File: src/rtl/vga_pkg.sv
// Shared VGA definitions: per-axis region codes, default 640x480 timing and
// the delayed control bundle carried alongside framebuffer read data.
package vga_pkg;

  typedef enum logic [1:0] {
    REGION_VISIBLE = 2'd0,
    REGION_FRONT   = 2'd1,
    REGION_SYNC    = 2'd2,
    REGION_BACK    = 2'd3
  } region_t;

  localparam int unsigned VGA_H_VISIBLE = 640;
  localparam int unsigned VGA_H_FRONT   = 16;
  localparam int unsigned VGA_H_SYNC    = 96;
  localparam int unsigned VGA_H_BACK    = 48;
  localparam int unsigned VGA_V_VISIBLE = 480;
  localparam int unsigned VGA_V_FRONT   = 10;
  localparam int unsigned VGA_V_SYNC    = 2;
  localparam int unsigned VGA_V_BACK    = 33;

  typedef struct packed {
    logic hsync;
    logic vsync;
    logic data_enable;
    logic vblank;
    logic frame_start;
  } video_ctl_t;

  // $clog2 sizing, kept at least one bit wide for degenerate totals of 1.
  function automatic int unsigned counter_width(input int unsigned total);
    return (total > 1) ? $clog2(total) : 1;
  endfunction

endpackage

File: src/rtl/vga_timing_counter.sv
// One timing axis: wrapping position counter plus visible/front/sync/back
// region decode from cumulative porch boundaries.
module vga_timing_counter
  import vga_pkg::*;
#(
  parameter int unsigned VISIBLE = VGA_H_VISIBLE,
  parameter int unsigned FRONT   = VGA_H_FRONT,
  parameter int unsigned SYNC    = VGA_H_SYNC,
  parameter int unsigned BACK    = VGA_H_BACK,
  localparam int unsigned W      = counter_width(VISIBLE + FRONT + SYNC + BACK)
) (
  input  logic         i_Clock,
  input  logic         i_Reset,
  input  logic         i_Clear,
  input  logic         i_Advance,
  output logic [W-1:0] o_Count,
  output logic         o_Wrap,
  output region_t      o_Region
);

  localparam int unsigned TOTAL     = VISIBLE + FRONT + SYNC + BACK;
  localparam logic [W-1:0] LAST     = W'(TOTAL - 1);
  // One extra bit so a boundary equal to TOTAL still compares correctly.
  localparam logic [W:0] FRONT_START = (W+1)'(VISIBLE);
  localparam logic [W:0] SYNC_START  = (W+1)'(VISIBLE + FRONT);
  localparam logic [W:0] BACK_START  = (W+1)'(VISIBLE + FRONT + SYNC);

  logic [W:0] count_ext;

  assign count_ext = {1'b0, o_Count};
  assign o_Wrap    = i_Advance && (o_Count == LAST);

  always_ff @(posedge i_Clock or posedge i_Reset) begin
    if (i_Reset) begin
      o_Count <= '0;
    end else if (i_Clear) begin
      o_Count <= '0;
    end else if (i_Advance) begin
      o_Count <= (o_Count == LAST) ? '0 : o_Count + W'(1);
    end
  end

  always_comb begin
    o_Region = REGION_BACK;
    if (count_ext < FRONT_START)      o_Region = REGION_VISIBLE;
    else if (count_ext < SYNC_START)  o_Region = REGION_FRONT;
    else if (count_ext < BACK_START)  o_Region = REGION_SYNC;
  end

endmodule

File: src/rtl/vga_scanout.sv
// VGA raster scanout: pixel-tick divider, H/V timing, scaled framebuffer
// addressing and latency-matched sync/enable outputs.
module vga_scanout
  import vga_pkg::*;
#(
  parameter int unsigned BITS_PER_PIXEL  = 4,
  parameter int unsigned H_VISIBLE       = VGA_H_VISIBLE,
  parameter int unsigned H_FRONT         = VGA_H_FRONT,
  parameter int unsigned H_SYNC          = VGA_H_SYNC,
  parameter int unsigned H_BACK          = VGA_H_BACK,
  parameter int unsigned V_VISIBLE       = VGA_V_VISIBLE,
  parameter int unsigned V_FRONT         = VGA_V_FRONT,
  parameter int unsigned V_SYNC          = VGA_V_SYNC,
  parameter int unsigned V_BACK          = VGA_V_BACK,
  parameter int unsigned CLOCK_DIVIDE    = 4,
  parameter logic        HSYNC_POLARITY  = 1'b0,
  parameter logic        VSYNC_POLARITY  = 1'b0,
  parameter int unsigned FB_READ_LATENCY = 1,
  parameter int unsigned SCALE_SHIFT     = 0
) (
  input  logic                      i_Clock,
  input  logic                      i_Reset,
  input  logic                      i_Enable,
  input  logic [31:0]               i_Fb_Base_Addr,
  input  logic [BITS_PER_PIXEL-1:0] i_Fb_Read_Data,
  output logic [31:0]               o_Fb_Read_Addr,
  output logic                      o_Fb_Read_Enable,
  output logic [BITS_PER_PIXEL-1:0] o_RGB,
  output logic                      o_Horizontal_Sync,
  output logic                      o_Vertical_Sync,
  output logic                      o_Data_Enable,
  output logic                      o_Frame_Start,
  output logic                      o_Vblank
);

  localparam int unsigned H_TOTAL = H_VISIBLE + H_FRONT + H_SYNC + H_BACK;
  localparam int unsigned V_TOTAL = V_VISIBLE + V_FRONT + V_SYNC + V_BACK;
  localparam int unsigned HW      = counter_width(H_TOTAL);
  localparam int unsigned VW      = counter_width(V_TOTAL);
  localparam int unsigned CW      = counter_width(CLOCK_DIVIDE);

  localparam logic [CW-1:0] TICK_LAST  = CW'(CLOCK_DIVIDE - 1);
  localparam logic [31:0]   ROW_STEP   = 32'(H_VISIBLE >> SCALE_SHIFT);
  localparam logic [VW-1:0] SCALE_MASK = VW'((1 << SCALE_SHIFT) - 1);

  logic          active;
  logic [CW-1:0] tick_cnt;
  logic          tick;
  logic [HW-1:0] h_count;
  logic [VW-1:0] v_count;
  logic          h_wrap;
  logic          v_wrap;
  region_t       h_region;
  region_t       v_region;
  logic          visible;
  logic [31:0]   row_start;
  logic [31:0]   base_q;
  logic          primed;
  logic [31:0]   eff_base;
  logic [31:0]   fb_addr;
  video_ctl_t    ctl_now;
  video_ctl_t    ctl_late;

  assign active = i_Enable & ~i_Reset;
  assign tick   = i_Enable && (tick_cnt == TICK_LAST);

  always_ff @(posedge i_Clock or posedge i_Reset) begin
    if (i_Reset) begin
      tick_cnt <= '0;
    end else if (!i_Enable || tick) begin
      tick_cnt <= '0;
    end else begin
      tick_cnt <= tick_cnt + CW'(1);
    end
  end

  vga_timing_counter #(
    .VISIBLE (H_VISIBLE),
    .FRONT   (H_FRONT),
    .SYNC    (H_SYNC),
    .BACK    (H_BACK)
  ) u_h_counter (
    .i_Clock   (i_Clock),
    .i_Reset   (i_Reset),
    .i_Clear   (~i_Enable),
    .i_Advance (tick),
    .o_Count   (h_count),
    .o_Wrap    (h_wrap),
    .o_Region  (h_region)
  );

  vga_timing_counter #(
    .VISIBLE (V_VISIBLE),
    .FRONT   (V_FRONT),
    .SYNC    (V_SYNC),
    .BACK    (V_BACK)
  ) u_v_counter (
    .i_Clock   (i_Clock),
    .i_Reset   (i_Reset),
    .i_Clear   (~i_Enable),
    .i_Advance (h_wrap),
    .o_Count   (v_count),
    .o_Wrap    (v_wrap),
    .o_Region  (v_region)
  );

  // Row start steps one scaled row whenever the new line begins a new source row.
  always_ff @(posedge i_Clock or posedge i_Reset) begin
    if (i_Reset) begin
      row_start <= '0;
    end else if (!i_Enable || v_wrap) begin
      row_start <= '0;
    end else if (h_wrap && (((v_count + VW'(1)) & SCALE_MASK) == '0)) begin
      row_start <= row_start + ROW_STEP;
    end
  end

  // The first active cycle after reset/enable reads the live base and latches it,
  // so scanning starts at the new base without an extra idle cycle.
  always_ff @(posedge i_Clock or posedge i_Reset) begin
    if (i_Reset) begin
      primed <= 1'b0;
      base_q <= '0;
    end else if (!i_Enable) begin
      primed <= 1'b0;
    end else begin
      primed <= 1'b1;
      if (!primed || v_wrap) base_q <= i_Fb_Base_Addr;
    end
  end

  assign eff_base = primed ? base_q : i_Fb_Base_Addr;
  assign fb_addr  = eff_base + row_start + (32'(h_count) >> SCALE_SHIFT);
  assign visible  = (h_region == REGION_VISIBLE) && (v_region == REGION_VISIBLE);

  assign o_Fb_Read_Enable = active & visible;
  assign o_Fb_Read_Addr   = active ? fb_addr : '0;

  always_comb begin
    ctl_now             = '0;
    ctl_now.hsync       = active && (h_region == REGION_SYNC);
    ctl_now.vsync       = active && (v_region == REGION_SYNC);
    ctl_now.data_enable = active && visible;
    ctl_now.vblank      = active && (v_region != REGION_VISIBLE);
    ctl_now.frame_start = active && (h_count == '0) && (v_count == '0) && (tick_cnt == '0);
  end

  generate
    if (FB_READ_LATENCY == 0) begin : g_no_delay
      assign ctl_late = ctl_now;
    end else begin : g_delay
      video_ctl_t pipe [FB_READ_LATENCY];

      always_ff @(posedge i_Clock or posedge i_Reset) begin
        if (i_Reset) begin
          for (int unsigned i = 0; i < FB_READ_LATENCY; i++) pipe[i] <= '0;
        end else begin
          pipe[0] <= ctl_now;
          for (int unsigned i = 1; i < FB_READ_LATENCY; i++) pipe[i] <= pipe[i-1];
        end
      end

      assign ctl_late = pipe[FB_READ_LATENCY-1];
    end
  endgenerate

  // Gating with active makes disable and reset take effect without waiting out the pipeline.
  assign o_Horizontal_Sync = (active && ctl_late.hsync) ? HSYNC_POLARITY : ~HSYNC_POLARITY;
  assign o_Vertical_Sync   = (active && ctl_late.vsync) ? VSYNC_POLARITY : ~VSYNC_POLARITY;
  assign o_Data_Enable     = active & ctl_late.data_enable;
  assign o_Vblank          = active & ctl_late.vblank;
  assign o_Frame_Start     = active & ctl_late.frame_start;
  assign o_RGB             = (active && ctl_late.data_enable) ? i_Fb_Read_Data : '0;

endmodule

File: config.mk
export PLATFORM = sky130hd
export DESIGN_NAME = vga_scanout
export DESIGN_NICKNAME = d
export VERILOG_FILES = /design/src/rtl/vga_pkg.sv /design/src/rtl/vga_timing_counter.sv /design/src/rtl/vga_scanout.sv
export SDC_FILE = /design/constraint.sdc
export NUM_CORES = 1
export LEC_CHECK = 0
export CORE_UTILIZATION = 40
export DETAILED_ROUTE_END_ITERATION = 8
export PLACE_DENSITY = 0.7
export SLEW_MARGIN = 20
export SYNTH_ARGS = -nofsm -noshare
export SYNTH_HDL_FRONTEND = slang
export SYNTH_SLANG_ARGS = --single-unit
export TNS_END_PERCENT = 20
File: constraint.sdc
create_clock -name i_Clock -period 4.3 [get_ports i_Clock]
set_clock_uncertainty 0.2 [all_clocks]
set_input_delay 0.645 -clock i_Clock [delete_from_list [all_inputs] [get_ports i_Clock]]
set_output_delay 0.645 -clock i_Clock [all_outputs]
set_load 0.01 [all_outputs]
==> results of run 1 <==
-- routing by layer --
metal | vias to the layer above | track usage | routed length, um
met1 | 3096 | 0.298 | 8880
met4 | 0 | 0.0817 | 488
met2 | 181 | 0.379 | 9560
li1 | 3013 | - | -
met5 | - | 0 | 0
met3 | 34 | 0.0231 | 866
-- area by class of cell --
class	count	area, sq um	share of cell area
clock inverter	5	40.0	0.00420
multi-input combinational	588	5050	0.530
sequential	85	2130	0.223
clock buffer	11	253	0.0265
timing repair buffer	216	1740	0.183
inverter	10	41.3	0.00433
tap	220	275	0.0289
-- cells by family after synthesis --
kind of cell / count (synthesis)
muxes: 68
DFF: 85
xor gates and xnor gates: 48
AOI/OAI and AO/OA: 142
buffers and inverters: 37
adders and majority gates: 69
and+or+nand+nor: 261
-- state kept, by name, indices dropped and copies added (netlist names) --
signal               count
u_h_counter.o_Count     10
u_v_counter.o_Count     10
base_q                  32
tick_cnt                 2
row_start               25
primed                   1
ctl_late                 5
-- power breakdown --
group	total [uW]	switching [uW]	leakage, uW	internal [uW]
registers	878	28.8	0.00111	850
clock network	792	362	0.000147	430
logic	696	327	0.00302	369
total	2370	718	0.00427	1650
-- critical path: stages (launching register included) --
cell and delay [ns]:
dfrtp_2 0.49, buf_6 0.15, mux2_4 0.30, fa_1 0.49
ha_4 0.31, nand4_1 0.14, o21ba_4 0.25, o311ai_1 0.07
buf_4 0.18, buf_4 0.15, a211oi_4 0.25, nor3_1 0.09
nor3b_2 0.21, buf_2 0.16
-- stage by stage --
step	setup WS (ns)	std cells	hold slack, ns
floorplan	0.00248	710	0.230
global placement	-0.837	1103	0.249
finish	-0.136	1135	0.276
detailed placement	-0.871	1103	0.270
global route	-0.215	1135	0.289
CTS	-0.131	1130	0.279
-- what timing repair did --
item / 4_1_cts / 5_1_grt
pin swaps: 27 / 24
cloned: 0 / 0
resized for setup: 153 / 56
setup buffers: 11 / 5
endpoints found under the setup margin: 27 / 25
-- worst max-delay path by stage --
stage                       from  slack [ns]  depth (start not counted)            endpoint
3_3_place_gp   i_Fb_Base_Addr[1]       -0.84                         12  o_Fb_Read_Addr[25]
6_report        primed$_DFF_PP0_       -0.14                         13  o_Fb_Read_Addr[28]
5_1_grt         primed$_DFF_PP0_       -0.21                         11  o_Fb_Read_Addr[30]
2_1_floorplan   primed$_DFF_PP0_       0.002                         12  o_Fb_Read_Addr[25]
3_5_place_dp   i_Fb_Base_Addr[9]       -0.87                         12  o_Fb_Read_Addr[24]
4_1_cts         primed$_DFF_PP0_       -0.13                         13  o_Fb_Read_Addr[23]
-- cell usage in the layout (no fill, tap or decap), drive strengths merged, types with 29 or more instances in the layout --
cell             n
nor2            79
nand2           56
ha              65
dfrtp           85
mux2            64
clkdlybuf4s50   50
a21oi           37
o21ai           43
buf            153
xor2            29
==> flow_metrics.env, run 1 <==
export IMPL_path_clk_slew_ns=0.07
export IMPL_diodes=0
export IMPL_synth_common_cells="85 x dfrtp_1, 79 x nor2_1, 65 x ha_1, 55 x nand2_1, 40 x o21ai_0"
export IMPL_reg2regPathDepth=7
export IMPL_synth_top_family_by_area="simple AND/OR/NAND/NOR gates"
export IMPL_antenna_left=0
export IMPL_finalMaxSlewViolations=0
export IMPL_core_sq_mm=0.0166
export IMPL_timing_max_cap_violations=0
export IMPL_synthTopCellsByArea="dfrtp_1 31%, ha_1 12%, mux2_4 6.6%"
export IMPL_grt_max_degree=48
export IMPL_fin_crit_sh=1.03
export IMPL_netlist_area_sq_mm=0.00679
export IMPL_grt_pass1_vias=6227
export IMPL_synth_compound_area_frac=0.137
export IMPL_synth_xor_area_frac=0.0619
export IMPL_avgViaCountPerCell=5.57
export IMPL_io_pins=81
export IMPL_postLayoutCoreUtil=0.575
export IMPL_worstMarginPinSlew_ns=1.03
export IMPL_period_needed_ns=4.44
export IMPL_setup_violations=12
export IMPL_min_to="tick_cnt[0]$_DFF_PP0_"
export IMPL_synthMuxAreaShare=0.129
export IMPL_syn_inst=710
export IMPL_die_h_um=132
export IMPL_ys_types=72
export IMPL_r2r_end="base_q[14]$_DFFE_PP0P_"
export IMPL_r2r_setup_slack_ns=1.43
export IMPL_clk_insertion_delay_late_ns=0.35
export IMPL_initial_core_util=0.409
export IMPL_cp_required_ns=3.45
export IMPL_ys_flop_type="dfrtp_1"
export IMPL_rsz0062_at_grt="true"
export IMPL_rows=47
export IMPL_synth_area_per_cell_sq_um=9.56
export IMPL_slew_headroom=0.300
export IMPL_grt_ovfl_total=0
export IMPL_violations="setup timing"
export IMPL_synth_largest_area_cell="dfrtp_1"
export IMPL_start_kind="register"
export IMPL_peakVddDrop_v=0.000184
export IMPL_cts_htree_levels=3
export IMPL_p_leak_uw=0.00427
export IMPL_synth_edf_count=0
export IMPL_tns_ns=-0.776
export IMPL_remaining_drc_errors=0
export IMPL_wl_per_cell_um=17.4
export IMPL_clock_tree_root_cell="clkbuf_16"
export IMPL_reg2reg_from="u_h_counter.o_Count[1]$_DFFE_PP0P_"
export IMPL_dp_hpwl_mm=13.8
export IMPL_track_usage=0.225
export IMPL_synth_most_common_cell="dfrtp_1"
export IMPL_nets=1018
export IMPL_drt_pass1_iterations=6
export IMPL_drive_above_1_share=0.366
export IMPL_worstSetupPathType="register to output pin"
export IMPL_cts_hold_buf=0
export IMPL_finalPower_uw=2370
export IMPL_cp_end_kind="output pin"
export IMPL_synthAdderAreaFrac=0.132
export IMPL_gp_congestion=0.914
export IMPL_final_area_sq_mm=0.00953
export IMPL_nFillCells=1419
export IMPL_syn_to_final_growth_pct=40.3
export IMPL_hp_class="register to register"
export IMPL_max_clock_path_buffers=2
export IMPL_hold_depth=1
export IMPL_outcome="finished, violations left"
export IMPL_grt_pass1_wl_mm=31.3
export IMPL_synth_simple_area_share=0.196
export IMPL_synth_top_cell_area_share=0.313
export IMPL_first_iter_violations=429
export IMPL_async_flop_share=1.00
export IMPL_dieWidth_um=132
export IMPL_fmax_mhz=225
export IMPL_cts_tree="built"
export IMPL_dpl_instance_area_sq_mm=0.00860
export IMPL_powerDensity_mw_per_mm2=248
export IMPL_synth_warning_count=0
export IMPL_hold_viol_final=0
export IMPL_routed_wl_mm=19.8
export IMPL_antenna_found_initial=0
export IMPL_syn_nets=818
export IMPL_vias=6324
export IMPL_yosysSeqAreaShare=0.313
export IMPL_ys_ff_latch=85
export IMPL_cp_arrival_ns=3.59
export IMPL_cts_sinks=85
export IMPL_port_buffers=80
export IMPL_cts_buffers=9
export IMPL_dieArea_sq_mm=0.0175
export IMPL_hold_start="tick_cnt[0]$_DFF_PP0_"
export IMPL_path_max_fanout=5
export IMPL_setup_slack_ns=-0.136
No activity file was read; power rests on OpenSTA's default activity.
==> run 2: changes to the inputs <==
--- a/config.mk
+++ b/config.mk
@@ -7,7 +7,7 @@
 export LEC_CHECK = 0
 export CORE_UTILIZATION = 40
 export DETAILED_ROUTE_END_ITERATION = 8
-export PLACE_DENSITY = 0.7
+export PLACE_DENSITY = 0.67
 export SLEW_MARGIN = 20
 export SYNTH_ARGS = -nofsm -noshare
 export SYNTH_HDL_FRONTEND = slang
==> constraint.sdc (replaced) <==
create_clock -name i_Clock -period 5.5 [get_ports i_Clock]
set_clock_uncertainty 0.2 [all_clocks]
set_input_delay 0.825 -clock i_Clock [delete_from_list [all_inputs] [get_ports i_Clock]]
set_output_delay 0.825 -clock i_Clock [all_outputs]
set_load 0.01 [all_outputs]
==> run 2 against run 1 <==
Net effect:
- the run now ends clean
- sequential power is 22% lower
- sequential share of layout area rose by 3.5 points
- setup slack better by 0.20 ns
- clock power fell by 18%
- die area stayed put
- design area fell by 14%
- sequential cell count unchanged
- register-to-register slack improved by 1.2 ns
- first-iteration DRC count down 17%
- non-clock buffer count fell by 109
- critical path type is now input pin to output pin
- critical endpoint is now o_Fb_Read_Addr[30]
==> flow_metrics.env, run 2 (synthesis gave the netlist of run 1 again) <==
export IMPL_powerDensity_mw_per_mm2=213
export IMPL_clkPwrFrac=0.370
export IMPL_top_register="base_q"
export IMPL_mostFrequentLayoutCells="85 x dfrtp_1, 79 x nor2_1, 77 x clkdlybuf4s50_1, 64 x ha_1, 55 x nand2_1"
export IMPL_gp_congestion=0.890
export IMPL_drt_pass1_iterations=5
export IMPL_start_kind="input pin"
export IMPL_die_h_um=132
export IMPL_grt_pass1_wl_mm=28.3
export IMPL_hp_class="register to register"
export IMPL_routed_wl_mm=17.3
export IMPL_nFillCells=1585
export IMPL_internal_power_uw=1250
export IMPL_initial_core_util=0.409
export IMPL_final_common_cell="dfrtp_1"
export IMPL_setup_violations=0
export IMPL_reg_top3="base_q: 32 flops, row_start: 25 flops"
export IMPL_slew_headroom=0.321
export IMPL_p_leak_uw=0.00365
export IMPL_cts_setup_buffers=0
export IMPL_nets=909
export IMPL_vias=5701
export IMPL_swShare=0.287
export IMPL_dieWidth_um=132
export IMPL_path_max_fanout=6
export IMPL_layout_cells_non_filler=1026
export IMPL_clk_insertion_delay_late_ns=0.36
export IMPL_combPwrFrac=0.237
export IMPL_cts_sinks=85
export IMPL_worstMarginPinSlew_ns=1.00
export IMPL_r2r_setup_slack_ns=2.66
export IMPL_dp_hpwl_mm=12.9
export IMPL_drive_above_1_share=0.161
export IMPL_hold_viol_final=0
export IMPL_worstSetupPathType="input pin to output pin"
export IMPL_outcome="completed"
export IMPL_rsz0062_at_grt="true"
export IMPL_p_seq_frac=0.394
export IMPL_port_buffers=80
export IMPL_grt_max_degree=47
export IMPL_cp_required_ns=4.47
export IMPL_fin_crit_sh=0.988
export IMPL_diodes=0
export IMPL_syn_to_final_growth_pct=21.1
export IMPL_antenna_found_initial=0
export IMPL_timing_max_cap_violations=0
export IMPL_max_clock_path_buffers=2
export IMPL_grt_pass1_vias=5464
export IMPL_peakVddDrop_v=0.000151
export IMPL_avgViaCountPerCell=5.56
export IMPL_place_inst=1010
export IMPL_switchingPower_uw=501
export IMPL_cts_htree_levels=3
export IMPL_io_pins=81
export IMPL_rows=47
export IMPL_cts_hold_buf=0
export IMPL_first_iter_violations=358
export IMPL_cp_end_kind="output pin"
export IMPL_grt_ovfl_total=0
export IMPL_wl_per_cell_um=16.8
export IMPL_cts_tree="built"
export IMPL_core_sq_mm=0.0166
export IMPL_hold_ws_ns=0.274
export IMPL_remaining_drc_errors=0
export IMPL_clock_tree_root_cell="clkbuf_16"
export IMPL_largest_reg_flops=32
export IMPL_cts_buffers=9
export IMPL_dieArea_sq_mm=0.0175
export IMPL_finalMaxSlewViolations=0
export IMPL_period_needed_ns=5.43
export IMPL_fmax_mhz=184
export IMPL_cp_arrival_ns=4.41
export IMPL_track_usage=0.204
export IMPL_antenna_left=0
export IMPL_path_clk_slew_ns=0.07
[run 2: changes by cell type in the layout (fill, tap and decap cells not counted), moves of 5 or more]
cell             before  now
buf_2                17    0
dlygate4sd2_1         6    1
buf_4               132   26
ha_4                 20    0
mux2_2               29   34
o21ai_2               7    1
mux2_4               35   30
a21oi_2              15    0
a21oi_1              18   37
clkdlybuf4s50_1      50   77
o21ai_0              30   40
ha_1                 42   64
[run 2: what timing repair did]
item | in CTS | in global routing
resized for setup | 1 | 4
setup endpoints to repair | 1 | 5
gates cloned | 0 | 0
[run 2: power groups by stage]
stage	Sequential, uW	Combinational, uW	Clock, uW
after global routing	693	453	689
final	688	414	647
after global placement	697	408	0
after CTS	688	416	663
after floorplan	691	276	0
after detailed placement	698	414	0
[run 2: per-stage QoR]
stage	area, sq um	util	TNS [ns]	total power [uW]	worst slack [ns]
after floorplan	6790	-	0	966	0.496
after global placement	7910	0.477	-0.0137	1110	-0.0137
after detailed placement	7910	0.477	-0.0823	1110	-0.0823
after CTS	8220	0.495	0	1770	0.0654
after global routing	8220	0.496	-0.0532	1830	-0.0300
final	8220	0.496	0	1750	0.0676
[run 2: path summary, 6_finish.rpt]
path / startpoint / endpoint / depth (start not counted)
max: i_Fb_Base_Addr[9] / o_Fb_Read_Addr[30] / 13
min reg2reg: tick_cnt[0]$_DFF_PP0_ / tick_cnt[0]$_DFF_PP0_ / 1
min in group asynchronous: i_Reset / primed$_DFF_PP0_ / 3
min: tick_cnt[0]$_DFF_PP0_ / tick_cnt[0]$_DFF_PP0_ / 1
max reg2reg: u_h_counter.o_Count[0]$_DFFE_PP0P_ / row_start[31]$_DFFE_PP0P_ / 7
max in group asynchronous: i_Reset / base_q[29]$_DFFE_PP0P_ / 4
[run 2: worst max-delay path: stages]
cell and delay [ns]:
clkdlybuf4s50_1 0.42, mux2_2 0.29, fa_1 0.44, ha_1 0.35, nand4_1 0.14, o21ba_2 0.26, o311ai_1 0.09, buf_4 0.17
a21o_1 0.24, buf_4 0.18, a2111o_1 0.40, nand3_1 0.08, clkdlybuf4s50_1 0.53
[run 2: per-layer routing]
metal  GRT usage  wire length, um  share of wire  vias up
li1            -                -              -     2798
met1       0.279             8400           0.49     2752
met2       0.325             7870           0.46      126
met3      0.0400              688          0.040       25
met4      0.0600              316          0.018        0
met5           0                0              0        -
[run 2: final cells by class]
type | count | area, sq um | share of cell area
Clock buffer | 10 | 239 | 0.0291
Clock inverter | 6 | 70.1 | 0.00852
Inverter | 10 | 38.8 | 0.00472
Multi-Input combinational cell | 588 | 4450 | 0.542
Sequential cell | 85 | 2130 | 0.259
Tap cell | 220 | 275 | 0.0335
Timing Repair Buffer | 107 | 1020 | 0.124
==> run 3: changes to the inputs <==
--- a/config.mk
+++ b/config.mk
@@ -7,7 +7,6 @@
 export LEC_CHECK = 0
 export CORE_UTILIZATION = 40
 export DETAILED_ROUTE_END_ITERATION = 8
-export PLACE_DENSITY = 0.67
 export SLEW_MARGIN = 20
 export SYNTH_ARGS = -nofsm -noshare
 export SYNTH_HDL_FRONTEND = slang
==> run 3 against run 2 <==
Net effect:
- setup slack better by 0.070 ns
- clock-buffer cell count shrank 1
- sequential cell count unchanged
- sequential power about the same
- critical path depth fell by 1
- clock power is 1% higher
- via count grew 1.9%
- final cell count did not move
- fmax rose by 1.3%
- power up 1.3%
- sequential share of layout area fell by 0.098 points
- critical endpoint is now o_Fb_Read_Addr[18]
==> flow_metrics.env, run 3 (synthesis gave the netlist of run 1 again) <==
export IMPL_outcome="completed"
export IMPL_clkPwrFrac=0.371
export IMPL_wl_per_cell_um=18.2
export IMPL_powerDensity_mw_per_mm2=214
export IMPL_timing_max_cap_violations=0
export IMPL_die_h_um=132
export IMPL_setup_violations=0
export IMPL_diodes=0
export IMPL_grt_pass1_vias=5811
export IMPL_path_max_fanout=4
export IMPL_peakVddDrop_v=0.000144
export IMPL_p_seq_frac=0.388
export IMPL_cp_slowest_cell="clkdlybuf4s50_1"
export IMPL_vias=5812
export IMPL_start_kind="input pin"
export IMPL_fin_crit_sh=0.975
export IMPL_nets=909
export IMPL_swShare=0.298
export IMPL_tns_ns=0
export IMPL_io_pins=81
export IMPL_hp_class="register to register"
export IMPL_remaining_drc_errors=0
export IMPL_cts_hold_buf=0
export IMPL_cp_required_ns=4.47
export IMPL_cts_tree="built"
export IMPL_final_common_cell="dfrtp_1"
export IMPL_port_buffers=80
export IMPL_dpl_instance_area_sq_mm=0.00790
export IMPL_largest_reg_flops=32
export IMPL_dp_slack_ns=-0.0246
export IMPL_rows=47
export IMPL_antenna_found_initial=0
export IMPL_routed_wl_mm=18.7
export IMPL_path_clk_slew_ns=0.07
export IMPL_first_iter_violations=370
export IMPL_finalPower_uw=1770
export IMPL_dp_hpwl_mm=14.3
export IMPL_cp_cell_sequence="clkdlybuf4s50_1, mux2_2, fa_1, ha_1, buf_4, a21oi_1, o21ai_0, a221oi_1, a211oi_1, o21a_1, nor3_1, clkdlybuf4s50_1"
export IMPL_combPwrFrac=0.241
export IMPL_antenna_left=0
export IMPL_worstMarginPinSlew_ns=1.01
export IMPL_clock_tree_root_cell="clkbuf_16"
export IMPL_initial_core_util=0.409
export IMPL_cts_buffers=9
export IMPL_switchingPower_uw=527
export IMPL_rsz0062_at_grt="false"
export IMPL_dieArea_sq_mm=0.0175
export IMPL_grt_pass1_wl_mm=30.5
export IMPL_syn_to_final_growth_pct=21.7
export IMPL_track_usage=0.221
export IMPL_top_register="base_q"
export IMPL_clk_insertion_delay_late_ns=0.35
export IMPL_p_leak_uw=0.00366
export IMPL_internal_power_uw=1240
export IMPL_slew_headroom=0.313
export IMPL_drt_pass1_iterations=6
export IMPL_hold_ws_ns=0.264
export IMPL_cp_end_kind="output pin"
export IMPL_avgViaCountPerCell=5.66
export IMPL_finalMaxSlewViolations=0
export IMPL_cts_setup_buffers=0
export IMPL_fmax_mhz=186
export IMPL_cpPeakStageDelay_ns=0.61
export IMPL_crit_path_frequent_cell="clkdlybuf4s50_1"
export IMPL_cts_sinks=85
export IMPL_drive_above_1_share=0.170
export IMPL_cp_arrival_ns=4.34
export IMPL_core_sq_mm=0.0166
export IMPL_gp_congestion=0.906
export IMPL_period_needed_ns=5.36
export IMPL_dieWidth_um=132
export IMPL_max_clock_path_buffers=2
export IMPL_grt_max_degree=73
export IMPL_hold_viol_final=0
export IMPL_setup_slack_ns=0.138
export IMPL_cts_htree_levels=3
export IMPL_worstSetupPathType="input pin to output pin"
export IMPL_final_area_sq_mm=0.00826
export IMPL_reg_top3="base_q: 32 flops, row_start: 25 flops"
export IMPL_mostFrequentLayoutCells="84 x dfrtp_1, 79 x nor2_1, 77 x clkdlybuf4s50_1, 64 x ha_1, 55 x nand2_1"
export IMPL_grt_ovfl_total=0
## run 3: path summary, 6_finish.rpt
check	startpoint	to	slack, ns	cells past startpoint
worst max-delay path	i_Fb_Base_Addr[7]	o_Fb_Read_Addr[18]	0.14	12
worst min-delay path	tick_cnt[0]$_DFF_PP0_	tick_cnt[0]$_DFF_PP0_	0.26	1
worst max register to register	u_h_counter.o_Count[1]$_DFFE_PP0P_	row_start[31]$_DFFE_PP0P_	2.60	7
worst min register to register	tick_cnt[0]$_DFF_PP0_	tick_cnt[0]$_DFF_PP0_	0.26	1
max in group asynchronous	i_Reset	primed$_DFF_PP0_	3.27	3
min in group asynchronous	i_Reset	ctl_late[4]$_DFF_PP0_	0.54	2
## run 3: per-layer routing
layer	wire [um]	vias to the layer above	global-route usage
met5	0	-	0
li1	-	2779	-
met3	909	27	0.0434
met2	9080	150	0.375
met4	371	0	0.0600
met1	8350	2856	0.286
## run 3: final cells by class
| cell class | instances | area (sq um) |
|---|---|---|
| fillers | 1587 | 8320 |
| clock inverters | 7 | 88.8 |
| clock buffers | 9 | 225 |
| flip-flops and latches | 85 | 2130 |
| multi-input cells | 588 | 4500 |
| well taps | 220 | 275 |
| inverters | 10 | 38.8 |
| repair buffers | 107 | 1010 |
## run 3: power groups by stage
stage	sequential [uW]	clock, uW	combinational [uW]
floorplan	691	0	276
global placement	696	0	420
detailed placement	699	0	424
CTS	688	681	427
global route	692	710	467
finish	688	656	427
## run 3: metrics by stage
step                      std cells   util
final                          1026  0.498
after global routing           1026  0.498
after CTS                      1026  0.495
after detailed placement       1010  0.476
after global placement         1010  0.476
after floorplan                 710      -
## run 3: timing repair
item                       CTS  global route
setup endpoints to repair    1            10
gates resized for setup      1            12
pin swaps                    0             2
## run 3: worst max-delay path: cells and delay by family
kind / cells / cell delay [ns]
compound gates: 5 / 0.95
mux: 1 / 0.30
buf+inv: 3 / 1.23
simple gates: 1 / 0.25
fa+ha+maj: 2 / 0.78
